**src/rtl/multiboot_pkg.sv**
```systemverilog
// multiboot_pkg
//   Shared definitions for the multiboot warm-boot sequencer: the controller
//   state encoding, the ICAPE2 IPROG command words, the sequence geometry and
//   the helpers that build the word presented on the ICAP bus.
package multiboot_pkg;

   typedef enum logic [2:0] {
      IDLE,
      ARM,
      SEND,
      RELEASE,
      DONE
   } state_e;

   localparam logic [31:0] DUMMY     = 32'hFFFF_FFFF;
   localparam logic [31:0] SYNC      = 32'hAA99_5566;
   localparam logic [31:0] NOOP      = 32'h2000_0000;
   localparam logic [31:0] WR_WBSTAR = 32'h3002_0001;
   localparam logic [31:0] WR_CMD    = 32'h3000_8001;
   localparam logic [31:0] CMD_IPROG = 32'h0000_000F;

   localparam int SEQ_LEN     = 8;
   localparam int WBSTAR_SLOT = 4;

   // ICAPE2 expects each byte of its data bus bit-reversed relative to the
   // configuration-packet byte order.
   function automatic logic [31:0] bitswap32(input logic [31:0] w);
      logic [31:0] r;
      for (int b = 0; b < 4; b++) begin
         for (int i = 0; i < 8; i++) begin
            r[8*b+i] = w[8*b+7-i];
         end
      end
      return r;
   endfunction

   // Word k of the IPROG sequence; the WBSTAR slot carries the chosen image.
   function automatic logic [31:0] seq_word(input logic [2:0] k,
                                            input logic [31:0] wbstar);
      logic [31:0] w;
      case (k)
         3'd0:    w = DUMMY;
         3'd1:    w = SYNC;
         3'd2:    w = NOOP;
         3'd3:    w = WR_WBSTAR;
         3'd4:    w = wbstar;
         3'd5:    w = WR_CMD;
         3'd6:    w = CMD_IPROG;
         default: w = NOOP;
      endcase
      return w;
   endfunction

endpackage

```
**src/rtl/boot_debounce.sv**
```systemverilog
// boot_debounce
//   Saturating counter of consecutive high cycles on req_i. pulse_o is high
//   for exactly the one cycle in which the count reaches DEBOUNCE_CYCLES;
//   holding the request longer does not re-fire, any low cycle re-arms.
// Ports:
//   clk     system clock
//   rst_n   asynchronous active-low reset
//   req_i   synchronous level request
//   pulse_o one-cycle trigger pulse
module boot_debounce #(
   parameter int DEBOUNCE_CYCLES = 65535
) (
   input  logic clk,
   input  logic rst_n,
   input  logic req_i,
   output logic pulse_o
);

   localparam int CW = $clog2(DEBOUNCE_CYCLES + 1);
   localparam logic [CW-1:0] MAX = CW'(DEBOUNCE_CYCLES);

   logic [CW-1:0] cnt_q;
   logic [CW-1:0] cnt_d;

   always_comb begin
      cnt_d = '0;
      if (req_i) begin
         cnt_d = (cnt_q == MAX) ? cnt_q : cnt_q + CW'(1);
      end
   end

   // Fires only on the transition into saturation.
   assign pulse_o = (cnt_d == MAX) && (cnt_q != MAX);

   always_ff @(posedge clk or negedge rst_n) begin
      if (!rst_n) begin
         cnt_q <= '0;
      end else begin
         cnt_q <= cnt_d;
      end
   end

endmodule

```
**src/rtl/multiboot_sequencer.sv**
```systemverilog
// multiboot_sequencer
//   Warm-boot controller: debounces a boot request (or fires an auto-boot
//   timeout that DFU activity cancels), selects one of NUM_IMAGES WBSTAR
//   addresses and drives the ICAPE2 IPROG sequence one word per clock.
// Ports:
//   clk         system clock (also the ICAPE2 clock)
//   reset       asynchronous active-low reset
//   boot_req    level boot request (button)
//   image_sel   image index, sampled at trigger
//   dfu_active  DFU transfer in progress; permanently cancels auto-boot
//   boot_busy   high from trigger until DONE
//   boot_done   high in DONE (terminal until reset)
//   sel_error   sticky: out-of-range image_sel replaced by image 0
//   icap_csib   ICAPE2 CSIB (active-low)
//   icap_rdwrb  ICAPE2 RDWRB (0 = write)
//   icap_data   ICAPE2 I bus
module multiboot_sequencer
   import multiboot_pkg::*;
#(
   parameter int                       NUM_IMAGES      = 2,
   parameter int                       IDX_W           = 4,
   parameter logic [NUM_IMAGES*32-1:0] IMAGE_ADDRS     = {32'h0200_0000, 32'h0000_0000},
   parameter int                       DEBOUNCE_CYCLES = 65535,
   parameter int                       AUTOBOOT_CYCLES = 0,
   parameter int                       AUTOBOOT_IMAGE  = 1,
   parameter int                       BITSWAP         = 1
) (
   input  logic             clk,
   input  logic             reset,
   input  logic             boot_req,
   input  logic [IDX_W-1:0] image_sel,
   input  logic             dfu_active,
   output logic             boot_busy,
   output logic             boot_done,
   output logic             sel_error,
   output logic             icap_csib,
   output logic             icap_rdwrb,
   output logic [31:0]      icap_data
);

   localparam int AW = (AUTOBOOT_CYCLES > 0) ? $clog2(AUTOBOOT_CYCLES + 1) : 1;
   localparam logic [AW-1:0] AUTO_MAX = AW'(AUTOBOOT_CYCLES);

   state_e          state_q;
   logic            busy_q;
   logic            done_q;
   logic            err_q;
   logic            csib_q;
   logic            rdwrb_q;
   logic [31:0]     data_q;
   logic [2:0]      idx_q;
   logic [31:0]     wbstar_q;
   logic [AW-1:0]   auto_cnt_q;
   logic [AW-1:0]   auto_cnt_d;
   logic            auto_dis_q;
   logic            auto_dis_d;

   logic            deb_pulse;
   logic            btn_trig;
   logic            auto_trig;
   logic            trig;
   logic [IDX_W-1:0] req_idx;
   logic [IDX_W-1:0] use_idx;
   logic            idx_bad;
   logic [31:0]     wbstar_sel;

   boot_debounce #(
      .DEBOUNCE_CYCLES(DEBOUNCE_CYCLES)
   ) u_debounce (
      .clk    (clk),
      .rst_n  (reset),
      .req_i  (boot_req),
      .pulse_o(deb_pulse)
   );

   function automatic logic [31:0] icap_word(input logic [2:0] k,
                                             input logic [31:0] wbstar);
      logic [31:0] w;
      w = seq_word(k, wbstar);
      return (BITSWAP != 0) ? bitswap32(w) : w;
   endfunction

   // Auto-boot timer only advances while waiting in IDLE; one DFU cycle
   // disables it for the rest of this reset epoch.
   always_comb begin
      auto_cnt_d = auto_cnt_q;
      auto_dis_d = auto_dis_q;
      if (state_q == IDLE) begin
         if (dfu_active) begin
            auto_cnt_d = '0;
            auto_dis_d = 1'b1;
         end else if (auto_cnt_q != AUTO_MAX) begin
            auto_cnt_d = auto_cnt_q + AW'(1);
         end
      end
   end

   assign btn_trig  = deb_pulse && (state_q == IDLE);
   assign auto_trig = (AUTOBOOT_CYCLES != 0) && (state_q == IDLE) && !auto_dis_q &&
                      !dfu_active && (auto_cnt_d == AUTO_MAX) && (auto_cnt_q != AUTO_MAX);
   assign trig      = btn_trig || auto_trig;

   // Button has priority over auto-boot when both fire together.
   always_comb begin
      req_idx    = btn_trig ? image_sel : IDX_W'(AUTOBOOT_IMAGE);
      idx_bad    = int'(req_idx) >= NUM_IMAGES;
      use_idx    = idx_bad ? '0 : req_idx;
      wbstar_sel = IMAGE_ADDRS[31:0];
      for (int i = 0; i < NUM_IMAGES; i++) begin
         if (int'(use_idx) == i) begin
            wbstar_sel = IMAGE_ADDRS[32*i +: 32];
         end
      end
   end

   always_ff @(posedge clk or negedge reset) begin
      if (!reset) begin
         state_q    <= IDLE;
         busy_q     <= 1'b0;
         done_q     <= 1'b0;
         err_q      <= 1'b0;
         csib_q     <= 1'b1;
         rdwrb_q    <= 1'b1;
         data_q     <= DUMMY;
         idx_q      <= '0;
         wbstar_q   <= '0;
         auto_cnt_q <= '0;
         auto_dis_q <= 1'b0;
      end else begin
         auto_cnt_q <= auto_cnt_d;
         auto_dis_q <= auto_dis_d;
         case (state_q)
            IDLE: begin
               if (trig) begin
                  state_q  <= ARM;
                  busy_q   <= 1'b1;
                  rdwrb_q  <= 1'b0;
                  wbstar_q <= wbstar_sel;
                  if (idx_bad) begin
                     err_q <= 1'b1;
                  end
               end
            end
            // rdwrb already settled low while csib is still high.
            ARM: begin
               state_q <= SEND;
               csib_q  <= 1'b0;
               idx_q   <= 3'd0;
               data_q  <= icap_word(3'd0, wbstar_q);
            end
            // idx_q is the index of the word currently on the bus.
            SEND: begin
               if (idx_q == 3'(SEQ_LEN - 1)) begin
                  state_q <= RELEASE;
                  csib_q  <= 1'b1;
                  data_q  <= DUMMY;
               end else begin
                  idx_q  <= idx_q + 3'd1;
                  data_q <= icap_word(idx_q + 3'd1, wbstar_q);
               end
            end
            RELEASE: begin
               state_q <= DONE;
               rdwrb_q <= 1'b1;
               busy_q  <= 1'b0;
               done_q  <= 1'b1;
               data_q  <= DUMMY;
            end
            DONE: begin
               state_q <= DONE;
            end
            default: begin
               state_q <= IDLE;
            end
         endcase
      end
   end

   assign boot_busy  = busy_q;
   assign boot_done  = done_q;
   assign sel_error  = err_q;
   assign icap_csib  = csib_q;
   assign icap_rdwrb = rdwrb_q;
   assign icap_data  = data_q;

endmodule
```
**config.mk**
```make
export PLATFORM = sky130hd
export DESIGN_NAME = multiboot_sequencer
export DESIGN_NICKNAME = d
export VERILOG_FILES = /design/src/rtl/multiboot_pkg.sv /design/src/rtl/boot_debounce.sv /design/src/rtl/multiboot_sequencer.sv
export SDC_FILE = /design/constraint.sdc
export NUM_CORES = 1
export LEC_CHECK = 0
export CORE_MARGIN = 2
export CORE_UTILIZATION = 58
export CTS_BUF_LIST = sky130_fd_sc_hd__clkbuf_8
export DETAILED_ROUTE_END_ITERATION = 10
export HOLD_SLACK_MARGIN = 0.12
export PLACE_DENSITY = 0.88
export SLEW_MARGIN = 20
export SYNTH_ARGS = -nofsm -noshare
export SYNTH_HDL_FRONTEND = slang
export SYNTH_SLANG_ARGS = --single-unit
export TNS_END_PERCENT = 5
```
**constraint.sdc**
```tcl
create_clock -name clk -period 3.8 [get_ports clk]
set_clock_uncertainty 0.2 [all_clocks]
set_input_delay 0.38 -clock clk [delete_from_list [all_inputs] [get_ports clk]]
set_output_delay 0.38 -clock clk [all_outputs]
set_load 0.005 [all_outputs]
```
==> flow_metrics.py <==
metrics = {
    "logic_synthesis": {
        "yosysWarnings": 0,
        "synth-edff-count": 0,
        "synth_cells": 246,
        "synth_mux_area_share_pct": 0.879,
        "syn_area_um2": 2280,
        "synth_top_family_by_area": "simple AND/OR/NAND/NOR gates",
        "synth_cell_types": 49,
        "ys_ff_latch": 38,
        "ys_seq_area_share_pct": 42.4,
        "synth_compound_area_share_pct": 16.3,
        "synthAdderAreaFrac_pct": 3.84,
        "synthSimpleGateAreaFrac_pct": 23.2,
        "syn_nets": 261,
        "syn_avg_cell_area_um2": 9.26,
        "synthXorXnorAreaFrac_pct": 2.31,
        "synth_ff_type": "dfrtp_1",
        "ys_async_sr_fraction_pct": 100,
    },
    "cts": {
        "cts_tree": "yes",
        "cts_root_buf": "clkbuf_8",
        "clkSinkCount": 38,
        "ctsHoldBuffers": 1,
        "post_cts_resized": 0,
        "numCtsBuffers": 5,
        "h-tree-depth": 2,
        "clock_latency_ns": 0.29,
        "cts_setup_buffers": 0,
        "clock_path_buffers": 2,
        "cts.reportedPaths.clkPinSlew_ns": 0.07,
    },
    "timing": {
        "finalCritPeriodShare_pct": 72.7,
        "whs_ns": 0.272,
        "worst_pin_slew_ns": 0.791,
        "relSlewSlack_pct": 47.3,
        "fmax_mhz": 362,
        "tns_ns": 0,
        "rsz0062_at_grt": "false",
        "setup_viol": 0,
        "finalMaxSlewViolations": 0,
        "finalHoldViolCount": 0,
        "fin_crit_ns": 2.76,
    },
    "cells_and_area": {
        "finalNetCount": 283,
        "fillers": 295,
        "postLayoutCellArea_um2": 2670,
        "n_antenna_cell": 0,
        "finish.utilization_pct": 71.8,
        "drive_gt1_share_pct": 13.4,
        "layout-area-overhead-vs-synth_pct": 17.1,
    },
    "flow_run": {
        "drv_cap": 0,
    },
    "drt": {
        "num_vias": 1823,
        "drtAntennaViolNets": 0,
        "drt-vias-per-instance": 5.75,
        "drc_errors": 0,
        "finalWirelength_mm": 4.49,
        "wl_per_cell_um": 14.2,
        "drt_first_pass_iters": 4,
        "drtIter0Drc": 110,
    },
    "power_and_ir_drop": {
        "irDropWorstVdd_mv": 0.209,
        "p_total_w": 0.000729,
        "powerDensity_nw_per_um2": 273,
        "p_leak_nw": 1.09,
    },
    "floorplan": {
        "fp-row-count": 22,
        "io_pins": 45,
        "fp.dieW_um": 66.7,
        "core_um2": 3720,
        "start_util_pct": 61.3,
        "dieArea_um2": 4450,
        "die_h_um": 66.7,
    },
    "global_routing": {
        "grt_pass1_wl_mm": 7.66,
        "first_global_vias": 1695,
        "grt_antenna_before_repair": 0,
        "grt_overflow_total": 0,
        "grt_max_degree": 39,
        "track_usage_pct": 22.9,
    },
    "status": {
        "outcome": "finished, final reports clean",
    },
    "setup_path": {
        "crit_type": "reg -> reg",
        "arrival_ns": 2.77,
        "cp_max_fo": 7,
        "cp.required_ns": 3.81,
        "start_kind": "flip-flop",
        "worst_setup_path_end_kind": "flip-flop",
    },
    "placement": {
        "placed_area_um2": 2560,
        "gp_congestion": 0.917,
        "numPortBuffers": 43,
        "hpwl_mm": 3.31,
    },
    "hold_path": {
        "hp-class": "reg -> reg",
    },
}
power by group:
group	switching, W	internal (W)
Sequential	0.00000434	0.000407
Combinational	0.0000165	0.0000109
Clock	0.000144	0.000146
Total	0.000165	0.000564
worst max-delay path: stages, from the launching register on:
cell and delay [ns]:
dfrtp_1 0.45, ha_1 0.23, ha_1 0.36, inv_1 0.11, a2111oi_2 0.72, a21boi_0 0.48
a21oi_1 0.14
cell families after synthesis:
logic type               after synthesis
AO/OA/AOI/OAI                         55
XOR/XNOR                               6
adder cells (fa/ha/maj)                7
buffers and inverters                 43
flip-flops                            38
multiplexers                           2
AND/OR/NAND/NOR                       95
registers in the layout, summed over array words and instances, names as in the netlist:
| name | count |
|---|---|
| state_q | 3 |
| wbstar_q | 1 |
| boot_done | 1 |
| idx_q | 3 |
| sel_error | 1 |
| icap_csib | 1 |
| u_debounce.cnt_q | 16 |
| icap_data | 10 |
| boot_busy | 1 |
| icap_rdwrb | 1 |
Yosys cell counts, drive strengths merged (2+ instances only):
master | count | area, um^2
a2111oi | 2 | 42.5
a21oi | 20 | 100
a31oi | 2 | 12.5
a41oi | 2 | 17.5
buf | 25 | 185
clkbuf | 4 | 15.0
dfrtp | 26 | 651
dfstp | 12 | 315
ha | 7 | 87.6
inv | 14 | 52.6
mux2i | 2 | 20.0
nand2 | 26 | 97.6
nand2b | 3 | 18.8
nand3 | 8 | 57.6
nand4 | 7 | 80.1
nor2 | 27 | 101
nor2b | 2 | 12.5
nor3 | 4 | 20.0
nor4 | 6 | 52.6
o2111ai | 3 | 26.3
o211ai | 2 | 15.0
o21ai | 14 | 70.1
or2 | 2 | 12.5
or3 | 5 | 32.5
xnor2 | 6 | 52.6
routing by layer:
metal / track usage [%] / vias up / share of wire, % / wire (um)
met1: 31.3 / 842 / 45 / 2000
met4: 8.42 / 0 / 1.6 / 71
met5: 0 / - / 0 / 0
met3: 6.08 / 8 / 8.3 / 374
met2: 35.1 / 79 / 45 / 2040
li1: - / 894 / - / -
final cells by class:
cell class	instances	area, um^2	area share (%)
Tap cell	48	60.1	2.25
Inverter	14	52.6	1.97
Clock inverter	2	12.5	0.469
Sequential cell	38	966	36.2
Clock buffer	6	82.6	3.09
Multi-Input combinational cell	165	1060	39.7
Timing Repair Buffer	44	435	16.3
cell usage in the layout, fill, tap and decap left out, types with 2 or more instances in the layout:
cell,Yosys,final
a21oi_1,20,20
dfstp_2,12,12
nand4_1,4,4
o21ai_0,13,13
clkbuf_8,0,6
inv_1,14,14
nand4_4,2,2
nand2b_1,3,3
xnor2_1,6,6
clkdlybuf4s50_1,0,42
or3_1,4,4
o2111ai_1,3,3
nand3_1,6,6
ha_1,7,7
nor4_1,5,5
a41oi_1,2,2
nor2b_1,2,2
nand2_1,26,26
nor3_1,4,4
mux2i_1,2,2
or2_2,2,2
nor2_1,27,27
dfrtp_1,26,26
o211ai_1,2,2
a31oi_1,2,2
per-stage QoR:
stage                     worst slack (ns)  instances
after CTS                             1.05        317
after global routing                 0.766        317
after floorplan                       1.41        246
final                                 1.04        317
after detailed placement              1.07        308
after global placement                1.13        308
final timing paths:
kind | start | cells after the start | slack (ns) | to
setup / recovery | idx_q[0] | 6 | 1.04 | icap_data[6]
hold / removal | boot_done | 1 | 0.27 | boot_done
setup reg to reg | idx_q[0] | 6 | 1.04 | icap_data[6]
hold reg to reg | boot_done | 1 | 0.27 | boot_done
max in group asynchronous | reset | 2 | 2.39 | u_debounce.cnt_q[12]
min in group asynchronous | reset | 2 | 0.51 | u_debounce.cnt_q[14]
Power figures use the tool's default switching activity.
